$ cat config.mk
export PLATFORM = sky130hd
export DESIGN_NAME = mode4_rowsum
export DESIGN_NICKNAME = d
export VERILOG_FILES = /design/src/rtl/mode4_pkg.sv /design/src/rtl/mode4_rowsum_add4_tree.sv /design/src/rtl/mode4_rowsum.sv
export SDC_FILE = /design/constraint.sdc
export NUM_CORES = 1
export LEC_CHECK = 0
export ABC_AREA = 1
export CORE_ASPECT_RATIO = 1.5
export CORE_UTILIZATION = 45
export CTS_CLUSTER_SIZE = 12
export DETAILED_ROUTE_END_ITERATION = 10
export PLACE_DENSITY = 0.68
export SLEW_MARGIN = 0
export SYNTH_ARGS = -nofsm -noshare
export SYNTH_HDL_FRONTEND = slang
export SYNTH_SLANG_ARGS = --single-unit
export TNS_END_PERCENT = 100
$ cat constraint.sdc
create_clock -name clk -period 7.3 [get_ports clk]
set_input_delay 0.73 -clock clk [delete_from_list [all_inputs] [get_ports clk]]
set_output_delay 0.73 -clock clk [all_outputs]
set_load 0.005 [all_outputs]
$ cat src/rtl/mode4_pkg.sv
// Shared defaults, FSM state type and lane-sum width helper for the mode-4 row-sum datapath.
package mode4_pkg;

    localparam int DEF_DATA_WIDTH = 16;
    localparam int DEF_NUM_BEATS  = 8;
    localparam int DEF_SUM_WIDTH  = 24;

    // Four unsigned lanes need two extra bits so the lane sum can never wrap.
    localparam int LANE_GROWTH    = 2;
    localparam int DEF_LANE_WIDTH = DEF_DATA_WIDTH + LANE_GROWTH;

    typedef enum logic [1:0] {
        ST_IDLE  = 2'd0,
        ST_ACCUM = 2'd1,
        ST_DRAIN = 2'd2,
        ST_HOLD  = 2'd3
    } rowState_t;

    function automatic int laneWidth(input int dataWidth);
        return dataWidth + LANE_GROWTH;
    endfunction

endpackage

$ cat src/rtl/mode4_rowsum_add4_tree.sv
// Combinational two-level adder tree summing the four exp-stage lanes of one beat.
module add4_tree
    import mode4_pkg::*;
#(
    parameter int DATA_WIDTH = DEF_DATA_WIDTH
) (
    input  logic [DATA_WIDTH-1:0]             i_a0,
    input  logic [DATA_WIDTH-1:0]             i_a1,
    input  logic [DATA_WIDTH-1:0]             i_a2,
    input  logic [DATA_WIDTH-1:0]             i_a3,
    output logic [DATA_WIDTH+LANE_GROWTH-1:0] o_sum
);

    logic [DATA_WIDTH:0] w_pairLo;
    logic [DATA_WIDTH:0] w_pairHi;

    assign w_pairLo = {1'b0, i_a0} + {1'b0, i_a1};
    assign w_pairHi = {1'b0, i_a2} + {1'b0, i_a3};
    assign o_sum    = {1'b0, w_pairLo} + {1'b0, w_pairHi};

endmodule

$ cat src/rtl/mode4_rowsum.sv
// Row-sum stage: accumulates NUM_BEATS four-lane beats into a saturating sum and
// holds the result until the consumer takes it.
module mode4_rowsum
    import mode4_pkg::*;
#(
    parameter int DATA_WIDTH = DEF_DATA_WIDTH,
    parameter int NUM_BEATS  = DEF_NUM_BEATS,
    parameter int SUM_WIDTH  = DEF_SUM_WIDTH
) (
    input  logic                  clk,
    input  logic                  reset,
    input  logic                  start,
    input  logic [DATA_WIDTH-1:0] inp0,
    input  logic [DATA_WIDTH-1:0] inp1,
    input  logic [DATA_WIDTH-1:0] inp2,
    input  logic [DATA_WIDTH-1:0] inp3,
    input  logic                  in_valid,
    output logic                  in_ready,
    output logic [SUM_WIDTH-1:0]  sum_out,
    output logic                  sum_valid,
    input  logic                  sum_ready,
    output logic                  busy
);

    localparam int LANE_W = laneWidth(DATA_WIDTH);
    localparam int CNT_W  = (NUM_BEATS > 1) ? $clog2(NUM_BEATS) : 1;
    localparam logic [CNT_W-1:0] LAST_BEAT = CNT_W'(NUM_BEATS - 1);

    rowState_t            r_state;
    logic [SUM_WIDTH-1:0] r_acc;
    logic [SUM_WIDTH-1:0] r_sumOut;
    logic [LANE_W-1:0]    r_laneSum;
    logic                 r_laneVld;
    logic [CNT_W-1:0]     r_beatCnt;
    logic                 r_inReady;
    logic                 r_sumValid;
    logic                 r_busy;

    logic [LANE_W-1:0]    w_laneSum;
    logic [SUM_WIDTH:0]   w_accSum;
    logic [SUM_WIDTH-1:0] w_accNext;
    logic                 w_accept;
    logic                 w_handshake;

    add4_tree #(
        .DATA_WIDTH (DATA_WIDTH)
    ) u_add4Tree (
        .i_a0  (inp0),
        .i_a1  (inp1),
        .i_a2  (inp2),
        .i_a3  (inp3),
        .o_sum (w_laneSum)
    );

    // r_inReady is only ever high in ACCUM, so it doubles as the state qualifier.
    assign w_accept    = r_inReady & in_valid;
    assign w_handshake = r_sumValid & sum_ready;

    // One extra carry bit detects overflow; an all-ones acc stays all-ones.
    assign w_accSum  = {1'b0, r_acc} + (SUM_WIDTH + 1)'(r_laneSum);
    assign w_accNext = w_accSum[SUM_WIDTH] ? {SUM_WIDTH{1'b1}} : w_accSum[SUM_WIDTH-1:0];

    always_ff @(posedge clk) begin
        if (reset) begin
            r_state    <= ST_IDLE;
            r_acc      <= '0;
            r_sumOut   <= '0;
            r_laneSum  <= '0;
            r_laneVld  <= 1'b0;
            r_beatCnt  <= '0;
            r_inReady  <= 1'b0;
            r_sumValid <= 1'b0;
            r_busy     <= 1'b0;
        end else begin
            case (r_state)
                ST_IDLE: begin
                    if (start) begin
                        r_state   <= ST_ACCUM;
                        r_acc     <= '0;
                        r_laneSum <= '0;
                        r_laneVld <= 1'b0;
                        r_beatCnt <= '0;
                        r_inReady <= 1'b1;
                        r_busy    <= 1'b1;
                    end
                end

                ST_ACCUM: begin
                    if (r_laneVld) begin
                        r_acc <= w_accNext;
                    end
                    r_laneVld <= w_accept;
                    if (w_accept) begin
                        r_laneSum <= w_laneSum;
                        if (r_beatCnt == LAST_BEAT) begin
                            r_state   <= ST_DRAIN;
                            r_inReady <= 1'b0;
                            r_beatCnt <= '0;
                        end else begin
                            r_beatCnt <= r_beatCnt + CNT_W'(1);
                        end
                    end
                end

                // The last accepted beat is still in the stage-1 register here.
                ST_DRAIN: begin
                    if (r_laneVld) begin
                        r_acc <= w_accNext;
                    end
                    r_laneVld <= 1'b0;
                    r_state   <= ST_HOLD;
                end

                ST_HOLD: begin
                    if (w_handshake) begin
                        r_state    <= ST_IDLE;
                        r_sumValid <= 1'b0;
                        r_sumOut   <= '0;
                        r_busy     <= 1'b0;
                    end else begin
                        r_sumValid <= 1'b1;
                        r_sumOut   <= r_acc;
                    end
                end

                default: begin
                    r_state    <= ST_IDLE;
                    r_inReady  <= 1'b0;
                    r_sumValid <= 1'b0;
                    r_sumOut   <= '0;
                    r_busy     <= 1'b0;
                end
            endcase
        end
    end

    assign in_ready  = r_inReady;
    assign sum_out   = r_sumOut;
    assign sum_valid = r_sumValid;
    assign busy      = r_busy;

endmodule

Yosys cells after proc, flatten, opt, wreduce, memory -nomap -nowiden:

Cells that the tools add are included.
Widths: inputs -> output; s select.

* add/subtract/negate cells: 5
* $mul: 0
* divide/modulo/power cells: 0
* $lt $le $gt $ge: 0
* equality and inequality tests: 9
* shift operators: 0
* mux-type cells: 26
* bitwise gates (word level): 2
* reduce and logical (&&, ||, !) cells: 12

Operators by type and width (count)
* $mux 24: 4
* $pmux 24 s2: 1
* $mux 18: 2
* $pmux 18 s2: 1
* $add 16x16->17: 2
* $add 24x18->25: 1
* $add 17x17->18: 1
* $mux 3: 3
* $reduce_and 3->1: 3
* $mux 2: 4
* $ne 2x2->1 const B: 4
* $pmux 2 s4: 1
* $reduce_and 4->1: 2
* $mux 1: 6
* $pmux 3 s2: 1
* $reduce_bool 2->1: 3
* $eq 2x2->1 const B: 2
* $pmux 1 s2: 2
* $add 3x1->3 const B: 1
* $eq 3x3->1 const B: 1
* $pmux 1 s3: 1
* $reduce_bool 3->1: 1
* $and 1x1->1: 2
* $eq 2x1->1 const B: 1
* other kinds (4): 4

* register bits: 75
* latch bits: 0
* RAM bits: 0
* memory bits (read-only): 0
* bits of input ports: 69
* output and inout port bits: 27
* word-level logic and storage cells: 63
* memories kept: 0

Logic depth before layout (Yosys ltp):

* depth after elaboration: 4
* gate-level depth with buffers: 17
* depth with buffers taken out: 17

Hierarchy:

Synthesis repeated with hierarchy kept, for this count alone.

* cell total of the unflattened synthesis: 1004
* area total of the unflattened synthesis: 6528.8 µm²

By module, submodules not included
* mode4_rowsum: times used 1, cells each 700, area an instance 4600.7 µm², sequential area each 1501.4 µm²
* add4_tree: times used 1, cells each 304, area an instance 1928.1 µm², sequential area each 0.0 µm²

Least setup slack after synthesis:

Ideal clock, no wire load.

* path kind: in2reg
* start: input port inp0[1]
* end: register r_laneSum[11]
* setup time: 0.132 ns
* arrival: 3.077 ns
* data required time: 7.168 ns
* slack: 4.091 ns
* stages on the path: 17
* path buffers: 0
* cells stage by stage: inv_1 > fa_1 > fa_1 > inv_1 > ha_1 > inv_1 > fa_1 > inv_1 > nand3_1 > nand2_1 > nand2_1 > nand2_1 > nand3_1 > nand2_1 > a21oi_1 > o21ai_0 > a21oi_1

* word-level cells in the longest chain between the ends: 4

RTL lines
* start: declaration: line mode4_rowsum.sv:13 `input logic [DATA_WIDTH-1:0] inp0,`
* $add 16x16->17: line mode4_rowsum_add4_tree.sv:17 `assign w_pairLo = {1'b0, i_a0} + {1'b0, i_a1};`
* $add 17x17->18: line mode4_rowsum_add4_tree.sv:19 `assign o_sum = {1'b0, w_pairLo} + {1'b0, w_pairHi};`
* $mux 18: line mode4_rowsum.sv:93 `if (w_accept) begin`
* $pmux 18 s2: line mode4_rowsum.sv:75 `case (r_state)`
* end signal: assignment: line mode4_rowsum.sv:94 `r_laneSum <= w_laneSum;`
* end: declaration: line mode4_rowsum.sv:32 `logic [LANE_W-1:0] r_laneSum;`

No other way between the ends. The select of a mux whose other input is x is not followed.
A chain may end at the register's enable or synchronous reset.

Worst setup path after layout:

Ends and elaborated chain as after synthesis.

==> run metrics <==
outcome finished clean; fin cells 1226; Syn. warnings 0; Reg clk slew, reported paths 0.07 ns; Initial Util 0.465; Synth top area share 0.236; Final nets 1204; Fillers 1443; maximum VDD drop 0.141 mV; Hold Worst Slack 0.466 ns; Worst slew margin 0.282; EDFF count, synth 0; pin count of the biggest net entering global routing 76; post-CTS setup buffer count 0; share of cells above drive strength 1 0.0602; clock share of power 0.293; ys flop type dfxtp_1; Clk Latency, worst-skew pair 0.35 ns; Period minus WS final 3.54 ns; crit-path max FO 5; CP startpoint kind input pin; number of remaining DRC errors 0; maxcap violations 0; worst-margin pin slew 1.08 ns; P per Cell Area 191 nW/um2; Logic pwr share 0.404; fin area 7690 um2; asr flop ratio synth 0; I/O Buffers 95; Final Power 1.47 mW; mean number of vias per cell 4.95; Die Area 14600 um2; Via Count 6069; DRT Pass-1 Iters 4; Critical Path End Type flop; Hold Vio Cnt, Final 0; Lkg Pwr 3.82 nW; chip height 148 um; FP Rows 52; Core ar. 13700 um2; Routed WL 15300 um; routing usage on met1 0.246; Syn Nets 1119; placed insts 1210; initial antenna violation count 0; layer with the highest usage met2; fin crit share 0.484; clock buffer depth 2; post-cts sizing count 0; achievable frequency 283 MHz; vias in the first global route 5967; Max Transition Viols Final 0; Mapped Area 6350 um2; # setup viols final 0; WP data arrival 3.73 ns; met3 Use GR 0.0217; Commonest cells post-synth nand2_1, inv_1, a21oi_1; Clock Sink Count 75; H-tree Lvls 3; area grow syn2layout 21.0%; Net Sw Frac 0.405; Final Skew 0.0134 ns; #FFs+latches synth 75; Area after DPL 7400 um2; Placer Congestion 0.931; number of distinct library cells after synthesis 34; internal power 0.872 mW; CTS tree yes; first-pass GRT wire length 26800 um; Avg Synthesized Cell Area 6.52 um2; total congestion overflow 0; I/O pins 96; DRT antenna net count 0; sequential share of power 0.303; leading area contributor after synthesis dfxtp_1; post-DP HPWL 12100 um; kind of critical path input pin to flop; synth top area cells dfxtp_1, nand2_1, inv_1; Final TNS setup 0 ns; Root Buffer clkbuf_16; Total GRT Usage 0.229; Antenna Diode Count 0; cells after synthesis 974; RSZ-0062 raised after global routing no; met2 GRT Util 0.444; wire length per cell 12.4 um; number of DRC markers in iteration 0 204; Die Span X 99.0 um; top-count cell post-synth nand2_1; Critical Path RT 7.49 ns; Hold Crit Class flop to flop; cts hold-fix bufs 0; Seq/Total Area, Yosys 0.236; Net Sw Power 0.593 mW; Num CTS Buffers 9
-- cell usage in the layout (no fill, tap or decap), drive strengths merged, types with 2 or more instances in the layout --
master	synthesis	routed
nand3b	2	2
ha	43	43
clkinvlp	0	2
or2	2	2
o21ai	26	26
nor3	6	6
fa	33	33
nand4	9	9
o21bai	2	2
nand3	82	82
clkbuf	14	9
a211oi	4	4
xor2	8	8
nor2	55	55
buf	9	3
dfxtp	75	75
a21o	2	2
and2	2	2
nand2	299	299
clkdlybuf4s50	0	94
a21oi	98	98
inv	200	204
-- per-layer routing --
layer  vias to the layer above  wire, um
li1                       3200         -
met1                      2741      6130
met2                       100      8350
met3                        28       297
met4                         0       476
met5                         -         0
-- worst max-delay path: stages --
cell,delay (ns)
clkdlybuf4s50_1,0.45
inv_1,0.05
fa_1,0.56
fa_1,0.41
inv_1,0.07
ha_1,0.16
inv_1,0.06
fa_1,0.39
inv_1,0.07
nand3_1,0.06
nand2_1,0.13
nand2_1,0.06
nand2_1,0.14
nand3_1,0.08
nand2_1,0.08
a21oi_1,0.06
o21ai_0,0.09
a21oi_1,0.07
-- kinds of logic after synthesis --
| logic type | Yosys count | synth area share |
|---|---|---|
| AND/OR/NAND/NOR | 458 | 0.312 |
| buffers and inverters | 223 | 0.136 |
| AO/OA/AOI/OAI | 133 | 0.115 |
| adder cells (fa/ha/maj) | 76 | 0.189 |
| flip-flops | 75 | 0.236 |
| XOR/XNOR | 8 | 0.0110 |
| multiplexers | 1 | 0.00158 |
-- stage by stage --
stage	utilization	setup WS [ns]
2_1_floorplan	-	4.09
3_3_place_gp	0.542	3.42
3_5_place_dp	0.542	3.40
4_1_cts	0.563	3.75
5_1_grt	0.563	3.49
6_report	0.563	3.76
-- final timing paths --
check | from | end | slack, ns | depth (start not counted)
max | inp0[1] | r_laneSum[11] | 3.76 | 18
min reg2reg | sum_out[12] | sum_out[12] | 0.47 | 2
max reg2reg | r_acc[0] | r_acc[17] | 4.80 | 12
min | sum_out[12] | sum_out[12] | 0.47 | 2
-- power groups by stage --
stage / combinational, mW / clock [mW] / sequential (mW)
2_1_floorplan: 0.438 / 0 / 0.449
3_3_place_gp: 0.593 / 0 / 0.453
3_5_place_dp: 0.598 / 0 / 0.453
4_1_cts: 0.600 / 0.437 / 0.444
5_1_grt: 0.688 / 0.451 / 0.447
6_report: 0.592 / 0.429 / 0.444
-- final cells by class --
type                       instances  area [um2]  area share
multi-input combinational        676        3990       0.519
clock buffer                       9         225      0.0293
tap                              162         203      0.0264
timing repair buffer              97         961       0.125
sequential                        75        1500       0.195
inverter                         200         751      0.0977
clock inverter                     7        57.6     0.00749
-- registers in the layout (all words and copies together) (netlist names) --
register,cells
busy,1
r_beatCnt,3
sum_out,24
r_state,2
r_laneVld,1
sum_valid,1
r_acc,24
in_ready,1
r_laneSum,18
(Power assumes the default switching activity.)
